### config.mk
export PLATFORM = sky130hd
export DESIGN_NAME = axi4_sram_bridge
export DESIGN_NICKNAME = d
export VERILOG_FILES = /design/src/rtl/axi4_sram_bridge.sv
export SDC_FILE = /design/constraint.sdc
export NUM_CORES = 1
export LEC_CHECK = 0
export ABC_AREA = 1
export BUFFER_PORTS_ARGS = -buffer_cell sky130_fd_sc_hd__buf_4
export CORE_MARGIN = 3
export CORE_UTILIZATION = 30
export DETAILED_ROUTE_END_ITERATION = 10
export PLACE_DENSITY = 0.64
export SKIP_LAST_GASP = 1
export SYNTH_ARGS = -nofsm -noshare
export SYNTH_HDL_FRONTEND = slang
export SYNTH_SLANG_ARGS = --single-unit
### constraint.sdc
create_clock -name i_clk -period 4.3 [get_ports i_clk]
set_clock_uncertainty 0.15 [all_clocks]
set_input_delay 0.43 -clock i_clk [delete_from_list [all_inputs] [get_ports i_clk]]
set_output_delay 0.43 -clock i_clk [all_outputs]
set_load 0.03 [all_outputs]
### src/rtl/axi4_sram_bridge.sv
// AXI4 slave that turns each read or write burst into a series of single-beat
// requests on a request/ready, response-valid memory port. At most one request is outstanding.
module axi4_sram_bridge #(
    parameter int ADDR_BITS  = 32,
    parameter int DATA_BYTES = 8,
    parameter int ID_BITS    = 5,
    parameter int USER_BITS  = 1
) (
    input  logic                    i_clk,
    input  logic                    i_nrst,
    input  logic                    i_aw_valid,
    output logic                    o_aw_ready,
    input  logic [ADDR_BITS-1:0]    i_aw_addr,
    input  logic [7:0]              i_aw_len,
    input  logic [2:0]              i_aw_size,
    input  logic [1:0]              i_aw_burst,
    input  logic [ID_BITS-1:0]      i_aw_id,
    input  logic [USER_BITS-1:0]    i_aw_user,
    input  logic                    i_w_valid,
    output logic                    o_w_ready,
    input  logic [8*DATA_BYTES-1:0] i_w_data,
    input  logic [DATA_BYTES-1:0]   i_w_strb,
    input  logic                    i_w_last,
    output logic                    o_b_valid,
    input  logic                    i_b_ready,
    output logic [1:0]              o_b_resp,
    output logic [ID_BITS-1:0]      o_b_id,
    output logic [USER_BITS-1:0]    o_b_user,
    input  logic                    i_ar_valid,
    output logic                    o_ar_ready,
    input  logic [ADDR_BITS-1:0]    i_ar_addr,
    input  logic [7:0]              i_ar_len,
    input  logic [2:0]              i_ar_size,
    input  logic [1:0]              i_ar_burst,
    input  logic [ID_BITS-1:0]      i_ar_id,
    input  logic [USER_BITS-1:0]    i_ar_user,
    output logic                    o_r_valid,
    input  logic                    i_r_ready,
    output logic [8*DATA_BYTES-1:0] o_r_data,
    output logic [1:0]              o_r_resp,
    output logic                    o_r_last,
    output logic [ID_BITS-1:0]      o_r_id,
    output logic [USER_BITS-1:0]    o_r_user,
    output logic                    o_req_valid,
    output logic                    o_req_write,
    output logic [ADDR_BITS-1:0]    o_req_addr,
    output logic [8*DATA_BYTES-1:0] o_req_wdata,
    output logic [DATA_BYTES-1:0]   o_req_wstrb,
    input  logic                    i_req_ready,
    input  logic                    i_resp_valid,
    input  logic [8*DATA_BYTES-1:0] i_resp_rdata,
    input  logic                    i_resp_err
);
    localparam logic [1:0] RESP_OKAY   = 2'b00;
    localparam logic [1:0] RESP_SLVERR = 2'b10;
    localparam logic [1:0] BURST_FIXED = 2'b00;
    localparam logic [1:0] BURST_WRAP  = 2'b10;
    localparam logic [1:0] BURST_RSVD  = 2'b11;
    localparam logic [2:0] SIZE_MAX    = 3'($clog2(DATA_BYTES));

    typedef enum logic [2:0] {
        IDLE, R_REQ, R_WAIT, R_DATA, W_DATA, W_REQ, W_WAIT, B_RESP
    } state_t;

    state_t                  state;
    logic                    prio_read;
    logic [ADDR_BITS-1:0]    addr;
    logic [7:0]              len;
    logic [7:0]              cnt;
    logic [2:0]              size;
    logic [1:0]              burst;
    logic [ID_BITS-1:0]      id;
    logic [USER_BITS-1:0]    user;
    logic                    bad;
    logic                    err;
    logic [8*DATA_BYTES-1:0] r_data;
    logic [1:0]              r_resp;
    logic [8*DATA_BYTES-1:0] wdata;
    logic [DATA_BYTES-1:0]   wstrb;

    logic                    sel_read;
    logic                    sel_write;
    logic                    bad_ar;
    logic                    bad_aw;
    logic [ADDR_BITS-1:0]    step;
    logic [ADDR_BITS-1:0]    incr;
    logic [ADDR_BITS-1:0]    wrap_mask;
    logic [ADDR_BITS-1:0]    adv_addr;
    logic                    unused_w_last;

    // The beat counter alone decides when a write burst ends; WLAST is not consulted.
    assign unused_w_last = i_w_last;

    assign sel_read  = i_ar_valid && (!i_aw_valid || prio_read);
    assign sel_write = i_aw_valid && (!i_ar_valid || !prio_read);
    assign bad_ar    = (i_ar_burst == BURST_RSVD) || (i_ar_size > SIZE_MAX);
    assign bad_aw    = (i_aw_burst == BURST_RSVD) || (i_aw_size > SIZE_MAX);

    // WRAP keeps the address inside a (len+1)*step window aligned to its own size.
    always_comb begin
        step      = ADDR_BITS'(1) << size;
        incr      = addr + step;
        wrap_mask = ((ADDR_BITS'(len) + ADDR_BITS'(1)) << size) - ADDR_BITS'(1);
        case (burst)
            BURST_FIXED: adv_addr = addr;
            BURST_WRAP:  adv_addr = (addr & ~wrap_mask) | (incr & wrap_mask);
            default:     adv_addr = incr;
        endcase
    end

    assign o_ar_ready  = i_nrst && (state == IDLE) && sel_read;
    assign o_aw_ready  = i_nrst && (state == IDLE) && sel_write;
    assign o_w_ready   = (state == W_DATA);
    assign o_req_valid = (state == R_REQ) || (state == W_REQ);
    assign o_req_write = (state == W_REQ);
    assign o_req_addr  = addr;
    assign o_req_wdata = wdata;
    assign o_req_wstrb = wstrb;
    assign o_r_valid   = (state == R_DATA);
    assign o_r_data    = r_data;
    assign o_r_resp    = r_resp;
    assign o_r_last    = (state == R_DATA) && (cnt == 8'd0);
    assign o_r_id      = id;
    assign o_r_user    = user;
    assign o_b_valid   = (state == B_RESP);
    assign o_b_resp    = (state == B_RESP && err) ? RESP_SLVERR : RESP_OKAY;
    assign o_b_id      = id;
    assign o_b_user    = user;

    // NOTE: all state below updates with <= so every branch sees pre-edge values.
    always_ff @(posedge i_clk or negedge i_nrst) begin
        if (!i_nrst) begin
            state     <= IDLE;
            prio_read <= 1'b1;
            addr      <= '0;
            len       <= '0;
            cnt       <= '0;
            size      <= '0;
            burst     <= '0;
            id        <= '0;
            user      <= '0;
            bad       <= 1'b0;
            err       <= 1'b0;
            r_data    <= '0;
            r_resp    <= RESP_OKAY;
            wdata     <= '0;
            wstrb     <= '0;
        end else begin
            case (state)
                IDLE: begin
                    if (sel_read) begin
                        addr      <= i_ar_addr;
                        len       <= i_ar_len;
                        cnt       <= i_ar_len;
                        size      <= i_ar_size;
                        burst     <= i_ar_burst;
                        id        <= i_ar_id;
                        user      <= i_ar_user;
                        bad       <= bad_ar;
                        prio_read <= 1'b0;
                        if (bad_ar) begin
                            r_data <= '0;
                            r_resp <= RESP_SLVERR;
                            state  <= R_DATA;
                        end else begin
                            state  <= R_REQ;
                        end
                    end else if (sel_write) begin
                        addr      <= i_aw_addr;
                        len       <= i_aw_len;
                        cnt       <= i_aw_len;
                        size      <= i_aw_size;
                        burst     <= i_aw_burst;
                        id        <= i_aw_id;
                        user      <= i_aw_user;
                        bad       <= bad_aw;
                        err       <= bad_aw;
                        prio_read <= 1'b1;
                        state     <= W_DATA;
                    end
                end
                R_REQ: if (i_req_ready) state <= R_WAIT;
                R_WAIT: begin
                    if (i_resp_valid) begin
                        r_data <= i_resp_rdata;
                        r_resp <= i_resp_err ? RESP_SLVERR : RESP_OKAY;
                        state  <= R_DATA;
                    end
                end
                R_DATA: begin
                    if (i_r_ready) begin
                        if (cnt == 8'd0) begin
                            state <= IDLE;
                        end else begin
                            addr  <= adv_addr;
                            cnt   <= cnt - 8'd1;
                            state <= bad ? R_DATA : R_REQ;
                        end
                    end
                end
                W_DATA: begin
                    if (i_w_valid) begin
                        wdata <= i_w_data;
                        wstrb <= i_w_strb;
                        if (!bad) begin
                            state <= W_REQ;
                        end else if (cnt == 8'd0) begin
                            state <= B_RESP;
                        end else begin
                            addr <= adv_addr;
                            cnt  <= cnt - 8'd1;
                        end
                    end
                end
                W_REQ: if (i_req_ready) state <= W_WAIT;
                W_WAIT: begin
                    if (i_resp_valid) begin
                        err <= err | i_resp_err;
                        if (cnt == 8'd0) begin
                            state <= B_RESP;
                        end else begin
                            addr  <= adv_addr;
                            cnt   <= cnt - 8'd1;
                            state <= W_DATA;
                        end
                    end
                end
                B_RESP: begin
                    if (i_b_ready) begin
                        err   <= 1'b0;
                        state <= IDLE;
                    end
                end
                default: state <= IDLE;
            endcase
        end
    end
endmodule

Yosys cells after proc, flatten, opt, wreduce, memory -nomap -nowiden
Index checks and enable logic that the tools add are counted.
- $add $sub $neg: 4
- magnitude comparators: 2
- equality and inequality tests: 24
- shifts and indexed selects: 2
- mux-type cells: 59
- bitwise operators: 5
- reduce and logical (&&, ||, !) cells: 28
- operators by type and width (cell ; number):
    $mux 32 ; 7
    $mux 64 ; 3
    $pmux 32 s4 ; 1
    $pmux 64 s2 ; 1
    $and 32x32->32 ; 2
    $pmux 32 s2 ; 1
    $mux 8 ; 7
    $mux 3 ; 13
    $add 32x32->32 ; 1
    $not 32->32 ; 1
    $or 32x32->32 ; 1
    $pmux 8 s4 ; 1
    $shl 1x3->32 const A ; 1
    $shl 9x3->32 ; 1
    $sub 32x1->32 const B ; 1
    $pmux 3 s8 ; 1
    $mux 2 ; 11
    $ne 2x2->1 const B ; 8
    $eq 3x3->1 const B ; 4
    $mux 5 ; 2
    $add 8x1->9 const B ; 1
    $mux 1 ; 9
    $reduce_and 9->1 ; 1
    $logic_not 8->1 ; 1
    other kinds (23) ; 44
- flip-flop bits (word level): 203
- input bits: 249
- output and inout bits: 192
- logic and storage cells: 139

Logic depth before layout (Yosys ltp)
- word-level depth: 11
- depth in mapped cells: 20
- gate-level depth less buffers: 19

Worst setup path before layout
Ideal clock, no wire load.
- path type: reg2reg
- from: reg size[1]
- to: reg with a tool-made name
- library setup time: 122 ps
- data arrival time: 2745 ps
- required time: 4028 ps
- slack: 1283 ps
- stages on the path, launching flop included: 19
- path buffers: 2
- clock period less this slack: 3017 ps
- cell sequence: dfrtp_1 buf_2 buf_2 nor3_1 ha_1 inv_1 fa_1 nand3b_1 nand2_1 o2bb2ai_2 nand2_1 nor2_1 nand3_1 inv_2 nand2_1 nand2_1 nand3_1 nand3_2 o21ai_1
- RTL lines (what ; line ; text):
    from (decl) ; 70 ; logic [2:0] size;
    from (signal assigned) ; 155 ; size <= i_ar_size;
    from (signal assigned) ; 172 ; size <= i_aw_size;

==> flow_metrics.env <==
export IMPL_cap_violations=0
export IMPL_hold_depth=3
export IMPL_finalMaxSlewViolations=0
export IMPL_dp_hpwl_mm=30.2
export IMPL_syn_avg_cell_area_sq_um=8.75
export IMPL_switchingPower_mw=7.11
export IMPL_yosysUniqueCellTypes=61
export IMPL_grt_usage_pct=20.2
export IMPL_die_w_um=200
export IMPL_grt_pass1_vias=11800
export IMPL_ff2ff_path_depth=16
export IMPL_combPwrFrac_pct=60.6
export IMPL_cts_root_buf="clkbuf_16"
export IMPL_io_pin_count=441
export IMPL_rsz0062_at_grt="no"
export IMPL_die_height_um=200
export IMPL_ys_ff_latch=202
export IMPL_cts_sinks=202
export IMPL_wire_per_inst_um=17.8
export IMPL_clk_latency_ps=520
export IMPL_post_route_util_pct=46.7
export IMPL_grt_pass1_wl_mm=64.1
export IMPL_dieArea_sq_um=40000
export IMPL_core_sq_um=36900
export IMPL_p_sw_share_pct=49.5
export IMPL_clock_fmax_ghz=0.286
export IMPL_cts_made_buffers=24
export IMPL_routabilityCongestion=0.883
export IMPL_clk_pin_slew_ps=60
export IMPL_layout_worst_path_cycle_share_pct=81.3
export IMPL_firstDrtPassIters=5
export IMPL_crit_arrival_ps=3760
export IMPL_required_ps=4560
export IMPL_num_vias=11300
export IMPL_rows=70
export IMPL_cts_buffer_depth=3
export IMPL_grt_overflow_total=0
export IMPL_final_layout_size_suffix_gt1_share_pct=36.4
export IMPL_relSlewSlack_pct=31.5
export IMPL_ant_nets=0
export IMPL_p_clk_share_pct=14.5
export IMPL_start_util_pct=30.6
export IMPL_synth_yosys_seq_area_share_pct=44.8
export IMPL_tightest_slew_ps=1030
export IMPL_syn_cell_area_sq_um=11300
export IMPL_powerDensity_nw_per_um2=834
export IMPL_fin_crit_ps=3500
export IMPL_p_leak_nw=8.56
export IMPL_pwr_share_seq_pct=24.8
export IMPL_yosysWarnings=0
export IMPL_drc=0
export IMPL_post_cts_setup_buffer_count=0
export IMPL_drtIter0Drc=588
export IMPL_nets=2102
export IMPL_netlist_instances=1289
export IMPL_grt_max_degree=79
export IMPL_worstSetupPathType="reg -> reg"
export IMPL_min_delay_path_class="in -> reg"
export IMPL_synth_ff_type="dfrtp_1"
export IMPL_setup_viol=0
export IMPL_cts_tree="yes"
export IMPL_status="finished clean"
export IMPL_io_buffer_count=437
export IMPL_antenna_found_initial=3
export IMPL_syn2layout_area_growth_pct=52.7
export IMPL_internal_power_mw=7.26
export IMPL_cp_start_kind="flop"
export IMPL_synth_edf_count=0
export IMPL_routed_wl_mm=42.0
export IMPL_critPathMaxFanout=21
export IMPL_cp_end_kind="flop"
export IMPL_synthArstFlopShare_pct=100
export IMPL_tns_ps=0
export IMPL_finalHoldViolCount=0
export IMPL_vias_per_cell=4.80
export IMPL_htreeDepth=1
export IMPL_ir_drop_v=0.000502
[cell type report]
cell class,instances,area [sq um]
Fill cell,3421,19600
Sequential cell,202,5060
Multi-Input combinational cell,914,5540
Timing Repair Buffer,590,4790
Clock inverter,10,118
Tap cell,504,631
Inverter,108,408
Clock buffer,33,686
Antenna cell,2,5.00
[path summary, 6_finish.rpt]
kind,start,endpoint,slack [ps]
setup reg to reg,size[1],flop,800
hold reg to reg,o_r_resp[1],o_r_resp[1],350
min in group asynchronous,i_nrst,o_req_wdata[37],330
setup / recovery,size[1],flop,800
max in group asynchronous,i_nrst,o_r_data[22],2200
hold / removal,i_aw_id[0],o_b_id[0],30
[routing by layer]
metal	up-vias	track usage, %	share of wire, %
met1	5474	22.8	38
met5	-	0	0
met4	0	6.77	3.5
li1	5442	-	-
met3	72	4.38	5.6
met2	360	37.9	53
[per-stage QoR]
step / total power [mW] / setup WS, ps / instances / area (sq um) / hold slack [ps]
floorplan: 9.37 / 1280 / 1290 / 11300 / -15.6
global placement: 12.0 / 867 / 2178 / 15000 / 312
detailed placement: 12.2 / 829 / 2178 / 15000 / 309
CTS: 14.4 / 826 / 2361 / 17200 / 1.78
global route: 15.4 / 580 / 2362 / 17200 / 20.4
finish: 14.4 / 804 / 2363 / 17200 / 34.3
[synthesized netlist by cell type, types with 13 or more instances]
master    count  share of area, %
dfrtp_1     201                45
a22o_1       65               5.0
nand2_1     318                11
nor3_1       17              0.75
inv_1        95               3.2
nand3_2      30               2.7
buf_4        13              0.86
mux2_2       74               7.4
nand3_1      70               3.1
clkbuf_1     39               1.3
o21ai_0      53               2.4
nor2_1       70               2.3
nand2_2      29               1.6
a21oi_1      54               2.4
[kinds of logic after synthesis]
logic type	after synthesis	share of synthesized area (%)
fa+ha+maj	13	1.51
flops	202	44.8
xor+xnor	14	1.09
simple gates	580	24.7
mux	75	7.47
buf+inv	174	6.44
other cells	1	0.0332
compound gates	230	13.9
[layout by cell type (no fill, tap or decap), types with 5 or more instances in the layout]
cell type      synthesis  layout
nor3_1                17      17
nand2_2               29      29
nor2_4                10      12
clkbuf_1              39       5
dlygate4sd3_1          0     140
a22oi_1                6       6
mux2_2                74      74
a21oi_1               54      53
buf_4                 13     449
o21ai_0               53      52
a2bb2oi_1              6       6
dfrtp_1              201     201
nand3_2               30      30
inv_2                  9       9
nand2_4                6       7
inv_1                 95      95
o21ai_1                9       9
xor2_1                11      11
a22o_1                65      65
nand4_1                9       9
nand3_1               70      70
nand2_1              318     317
clkbuf_16              0      25
ha_1                  12      12
nor2_1                70      68
o211ai_1               7       7
[critical path, cell delays in order, from the launching register on]
cell       delay (ps)
dfrtp_1           650
nor3_1            300
ha_1              200
inv_1              50
fa_1              390
nand3b_1          210
nand2_1           150
o2bb2ai_2         240
nand2_1           170
nor2_1            280
nand3_1           170
inv_2              90
nand2_1            50
nand2_1            60
nand3_1            70
nand3_2           100
o21ai_1            60
[power by group through the flow]
stage          Combinational (mW)  Clock (mW)  Sequential (mW)
2_1_floorplan                4.48           0             4.89
3_3_place_gp                 8.48           0             3.52
3_5_place_dp                 8.62           0             3.54
4_1_cts                      8.74        2.14             3.53
5_1_grt                      9.48        2.21             3.68
6_report                     8.71        2.09             3.57
[timing repair]
action | 4_1_cts | 5_1_grt
hold endpoints to repair | 199 | 0
hold buffers | 140 | 0
gates resized for setup | 0 | 0
No activity file was read; power rests on OpenSTA's default activity.
